[src/rtl/rvvicmddecode.sv]
`default_nettype none
// ============================================================================
// Module   : rvvicmddecode
// Brief    : Multi-channel host-command decoder on the RVVI Ethernet RX stream.
//            Matches frame headers against NUM_CMDS strings, captures payload.
// Revision : 1.0 - initial release
// ============================================================================
module rvvicmddecode #(
  parameter int                     NUM_CMDS  = 3,
  parameter int                     HDR_WORDS = 5,
  parameter int                     MSG_WORDS = 1,
  parameter logic [MSG_WORDS*32-1:0] MSG_RESET = '0
) (
  input  logic                              clk,
  input  logic                              reset,
  input  logic [31:0]                       RvviAxiRdata,
  input  logic [3:0]                        RvviAxiRstrb,
  input  logic                              RvviAxiRlast,
  input  logic                              RvviAxiRvalid,
  input  logic [NUM_CMDS*HDR_WORDS*32-1:0]  CompareStrings,
  output logic [NUM_CMDS-1:0]               CmdValid,
  output logic [NUM_CMDS*MSG_WORDS*32-1:0]  CmdMessage,
  output logic [15:0]                       DropCount
);

  localparam logic [1:0] c_ST_HDR  = 2'd0;
  localparam logic [1:0] c_ST_MSG  = 2'd1;
  localparam logic [1:0] c_ST_SKIP = 2'd2;

  localparam logic [4:0] c_HDR_LAST = 5'(HDR_WORDS - 1);
  localparam logic [4:0] c_MSG_LAST = 5'(HDR_WORDS + MSG_WORDS - 1);
  localparam logic [4:0] c_TOTAL    = 5'(HDR_WORDS + MSG_WORDS);

  logic [1:0]                      r_state;
  logic [1:0]                      w_state_next;
  logic [4:0]                      r_idx;
  logic [4:0]                      w_idx_next;
  logic [NUM_CMDS-1:0]             r_match;
  logic [NUM_CMDS-1:0]             w_match_next;
  logic [NUM_CMDS-1:0]             w_beat_hit;
  logic [NUM_CMDS-1:0]             w_match_now;
  logic [NUM_CMDS-1:0]             w_fire;
  logic [MSG_WORDS*32-1:0]         r_stage;
  logic [MSG_WORDS*32-1:0]         w_stage_next;
  logic [31:0]                     w_beat_data;
  logic                            w_strb_full;
  logic                            w_complete;
  logic                            w_frame_ok;
  logic [NUM_CMDS-1:0]             r_cmd_valid;
  logic [NUM_CMDS*MSG_WORDS*32-1:0] r_cmd_message;
  logic [15:0]                     r_drop_count;

  assign w_strb_full = (RvviAxiRstrb == 4'hF);

  // Payload bytes without a strobe are stored as zero.
  for (genvar b = 0; b < 4; b++) begin : g_byte
    assign w_beat_data[b*8 +: 8] = RvviAxiRstrb[b] ? RvviAxiRdata[b*8 +: 8] : 8'h00;
  end

  for (genvar c = 0; c < NUM_CMDS; c++) begin : g_chan
    logic [31:0] w_ref_word;
    always_comb begin
      w_ref_word = '0;
      for (int i = 0; i < HDR_WORDS; i++) begin
        if (r_idx == 5'(i)) begin
          w_ref_word = CompareStrings[c*HDR_WORDS*32 + i*32 +: 32];
        end
      end
    end
    assign w_beat_hit[c] = w_strb_full && (RvviAxiRdata == w_ref_word);
  end

  // State register
  always_ff @(posedge clk) begin
    if (reset) begin
      r_state <= c_ST_HDR;
      r_idx   <= '0;
      r_match <= '1;
    end else begin
      r_state <= w_state_next;
      r_idx   <= w_idx_next;
      r_match <= w_match_next;
    end
  end

  // Next-state logic
  always_comb begin
    w_state_next = r_state;
    w_idx_next   = r_idx;
    w_match_next = r_match;
    if (RvviAxiRvalid) begin
      if (RvviAxiRlast) begin
        w_state_next = c_ST_HDR;
        w_idx_next   = '0;
        w_match_next = '1;
      end else begin
        if (r_idx != c_TOTAL) begin
          w_idx_next = r_idx + 5'd1;
        end
        case (r_state)
          c_ST_HDR: begin
            w_match_next = w_match_now;
            if (r_idx == c_HDR_LAST) begin
              w_state_next = (|w_match_now) ? c_ST_MSG : c_ST_SKIP;
            end
          end
          c_ST_MSG: begin
            if (r_idx == c_MSG_LAST) begin
              w_state_next = c_ST_SKIP;
            end
          end
          default: begin
            w_state_next = r_state;
          end
        endcase
      end
    end
  end

  // Output logic: the completing beat's own compare and payload are folded in.
  always_comb begin
    w_match_now  = (r_state == c_ST_HDR) ? (r_match & w_beat_hit) : r_match;
    w_stage_next = r_stage;
    if (RvviAxiRvalid && (r_state == c_ST_MSG)) begin
      for (int j = 0; j < MSG_WORDS; j++) begin
        if (r_idx == 5'(HDR_WORDS + j)) begin
          w_stage_next[j*32 +: 32] = w_beat_data;
        end
      end
    end
    w_complete = RvviAxiRvalid && RvviAxiRlast;
    w_frame_ok = (r_idx >= c_MSG_LAST) && (|w_match_now);
    w_fire     = (w_complete && w_frame_ok) ? w_match_now : '0;
  end

  always_ff @(posedge clk) begin
    if (reset) begin
      r_stage       <= '0;
      r_cmd_valid   <= '0;
      r_cmd_message <= {NUM_CMDS{MSG_RESET}};
      r_drop_count  <= '0;
    end else begin
      r_stage     <= w_stage_next;
      r_cmd_valid <= w_fire;
      for (int c = 0; c < NUM_CMDS; c++) begin
        if (w_fire[c]) begin
          r_cmd_message[c*MSG_WORDS*32 +: MSG_WORDS*32] <= w_stage_next;
        end
      end
      if (w_complete && !w_frame_ok && (r_drop_count != 16'hFFFF)) begin
        r_drop_count <= r_drop_count + 16'd1;
      end
    end
  end

  assign CmdValid   = r_cmd_valid;
  assign CmdMessage = r_cmd_message;
  assign DropCount  = r_drop_count;

endmodule
`default_nettype wire

[config.mk]
export PLATFORM = sky130hd
export DESIGN_NAME = rvvicmddecode
export DESIGN_NICKNAME = d
export VERILOG_FILES = /design/src/rtl/rvvicmddecode.sv
export SDC_FILE = /design/constraint.sdc
export NUM_CORES = 1
export LEC_CHECK = 0
export CAP_MARGIN = 20
export CORE_AREA = 2 2 249 251
export CTS_CLUSTER_DIAMETER = 30
export DETAILED_ROUTE_END_ITERATION = 16
export DIE_AREA = 0 0 251 253
export GPL_ROUTABILITY_DRIVEN = 0
export GPL_TIMING_DRIVEN = 0
export SLEW_MARGIN = 5
export SYNTH_ARGS = -nofsm -noshare
export SYNTH_HDL_FRONTEND = slang
export SYNTH_SLANG_ARGS = --single-unit
[constraint.sdc]
create_clock -name clk -period 3.5 [get_ports clk]
set_input_delay 0.7 -clock clk [delete_from_list [all_inputs] [get_ports clk]]
set_output_delay 0.7 -clock clk [all_outputs]
set_load 0.005 [all_outputs]
==> impl_metrics.json <==
{
  "cts.clk_slew.worst_paths_ns": 0.07,
  "syn2layout_area_growth_pct": 86.53,
  "critical_path.cell_chain": "ha_4, or4_4, buf_12, buf_12, buf_16, a211oi_4, o22ai_2, xnor2_1, nor4_1, nand4_1, nand4bb_4, buf_6, a32oi_4, or2_4, buf_8, nor4_4, mux2_4",
  "postRouteAntennaNets": 0,
  "netlist_area_um2": 12320,
  "grt_max_degree": 17,
  "hold_violations": 0,
  "clock.fmax_mhz": 241.7,
  "crit_top_cell": "buf_12",
  "min_from": "r_state[0]",
  "cts_buffers": 17,
  "wl_um": 96490,
  "drt-pass1-iter-count": 6,
  "rows": 91,
  "start_util_pct": 20.19,
  "async_flop_share_pct": 0,
  "peakVddDrop_v": 0.0003078,
  "io_buffers": 628,
  "crit_path_max_fanout": 6,
  "clock_latency_ns": 0.44,
  "cap_viol_max_count": 0,
  "skew_ns": 0.009119,
  "crit_type": "flop to flop",
  "synthCells": 1658,
  "vias": 16870,
  "crit_required_ns": 3.82,
  "fp.dieW_um": 251,
  "drt-vias-per-instance": 5.277,
  "tritoncts": "yes",
  "finalCritPeriodShare_pct": 118.2,
  "die_h_um": 253,
  "rsz0062_at_grt": "yes",
  "holdPathStages": 2,
  "grt_pass1_vias": 17100,
  "clk_path_buf_depth": 2,
  "cts_root_buffer": "clkbuf_16",
  "gr-total-overflow": 0,
  "crit_slowest_cell": "or4_4",
  "dr.first_iter.drc_count": 1369,
  "dp_slack_ns": -2.218,
  "core_area_um2": 61030,
  "ys.flop_type": "dfxtp_1",
  "hold_class": "flop to flop",
  "dp_hpwl_um": 75260,
  "avgSynthCellArea_um2": 7.430,
  "grt_usage_pct": 28.89,
  "io_pins": 635,
  "htreeDepth": 4,
  "fin_crit_ns": 4.137,
  "drc_errors": 0,
  "critical-path-max-stage-delay_ns": 0.52,
  "fillers": 6233,
  "maxSlewHeadroom_pct": 36.02,
  "totalPowerFinal_mw": 5.735,
  "hold_buffers": 0,
  "final_cell_mix": "clkdlybuf4s50_1 (628), a21oi_1 (186), dfxtp_1 (155), nor2_1 (151), nand3b_1 (122)",
  "synth_edf_count": 0,
  "grt_pass1_wl_um": 129900,
  "nets": 2899,
  "final_common_cell": "clkdlybuf4s50_1",
  "setup_viol_count_final": 115,
  "leakage_nw": 8.194,
  "reg2reg_from": "r_idx[1]",
  "synth-seq-area-share_pct": 25.51,
  "maxSlewViolCount": 0,
  "cp_data_arrival_time_ns": 4.46,
  "routedWlPerCell_um": 30.18,
  "antenna_found_initial": 37,
  "outcome": "complete, but fails checks",
  "startpoint_type": "flop",
  "cts_sinks": 157,
  "end_kind": "flop",
  "finalWorstSetupSlack_ns": -0.6374,
  "worstRegToRegCells": 17,
  "yosysWarningCount": 0,
  "drive_gt1_share_pct": 15.42,
  "startpoint": "r_idx[1]",
  "worstMarginPinSlew_ns": 0.9567,
  "dieArea_um2": 63500,
  "synth_cell_type_count": 75,
  "violations": "negative setup slack",
  "power_density_nw_per_um2": 249.6,
  "syn-num-nets": 2183,
  "synth-seq-cells": 157
}
-- per-layer routing --
layer | part of all wire [%] | global-route usage (%) | vias up | wire (µm)
li1 | - | - | 7407 | -
met1 | 38 | 33.27 | 8084 | 36880
met2 | 47 | 48.57 | 1077 | 45140
met3 | 9.1 | 8.460 | 278 | 8806
met4 | 5.7 | 14.83 | 24 | 5491
met5 | 0.18 | 0 | - | 170
-- cell families (layout without fill, tap and decap cells) --
family | count (synthesis) | after routing | share of synthesized area [%]
buffers and inverters | 193 | 921 | 7.160
AO/OA/AOI/OAI | 498 | 498 | 25.10
AND/OR/NAND/NOR | 619 | 619 | 27.27
flip-flops | 157 | 157 | 25.51
other | 0 | 21 | 0
adder cells (fa/ha/maj) | 5 | 5 | 0.5078
XOR/XNOR | 76 | 76 | 5.403
multiplexers | 110 | 110 | 9.049
-- area by class of cell --
type | count | area, µm² | area share, %
multi-input cells | 1308 | 9126 | 39.71
repair buffers | 704 | 7336 | 31.92
flip-flops and latches | 157 | 3151 | 13.71
plain buffers | 153 | 1627 | 7.078
well taps | 790 | 988.4 | 4.301
clock buffers | 20 | 466.7 | 2.031
inverters | 33 | 125.1 | 0.5445
clock inverters | 11 | 107.6 | 0.4683
diodes | 21 | 52.55 | 0.2287
-- worst max-delay path: cells and delay by family, from the launching register on --
family	cells	cell delay, ns
DFF	1	0.37
xor gates and xnor gates	1	0.15
buffers and inverters	5	0.75
and+or+nand+nor	6	1.66
muxes	1	0.31
adders and majority gates	1	0.15
AOI/OAI and AO/OA	3	0.60
-- repair_timing --
item                       CTS  global route
cloned                      13             3
setup buffers               51            13
resized for setup          389            94
setup endpoints to repair  153           135
pin swaps                   34            52
-- path summary, 6_finish.rpt --
kind	to	slack [ns]
setup / recovery	DropCount[11]	-0.64
hold / removal	r_state[0]	0.48
setup reg to reg	DropCount[11]	-0.64
hold reg to reg	r_state[0]	0.48
-- through the flow --
stage                     instances  utilization, %  TNS, ns  instance area [µm²]  hold slack (ns)
after floorplan                1658               -        0                12370           0.4397
after global placement         3076           32.19  -252.21                19640           0.4507
after detailed placement       3076           32.20  -259.49                19650           0.4625
after CTS                      3167           36.87   -50.70                22500           0.4746
after global routing           3193           37.64   -67.56                22970           0.5029
final                          3197           37.65   -54.63                22980           0.4794
-- flip-flops by register name, indices dropped and copies added (netlist names) --
name	count
DropCount	16
r_state	2
CmdValid	3
r_stage	32
r_match	3
CmdMessage	96
r_idx	5
-- cells in the mapped netlist, types with 14 or more instances --
cell / instances / area (µm²)
and2_1: 38 / 237.7
mux2i_1: 99 / 991.0
nand2_1: 115 / 431.7
nand3_1: 22 / 110.1
inv_1: 32 / 120.1
clkbuf_1: 73 / 274.0
nor2_1: 152 / 570.6
nor3_1: 18 / 90.09
a211oi_1: 51 / 382.9
buf_2: 60 / 300.3
a21oi_1: 196 / 980.9
a2bb2oi_1: 18 / 157.7
o22ai_1: 60 / 375.4
xor2_1: 54 / 473.0
xnor2_1: 22 / 192.7
buf_1: 14 / 52.55
dfxtp_1: 157 / 3143
or3_1: 18 / 112.6
nand4_1: 22 / 137.6
nor2b_1: 72 / 450.4
o21ai_0: 90 / 450.4
nand3b_1: 122 / 915.9
-- power by group --
part | switching (mW) | total, mW | internal (mW) | leakage (nW)
combinational | 1.01 | 2.10 | 1.09 | 6.65
sequential | 0.00802 | 1.80 | 1.79 | 1.27
clock | 0.800 | 1.84 | 1.04 | 0.280
total | 1.82 | 5.74 | 3.92 | 8.19
Power figures use the tool's default switching activity.
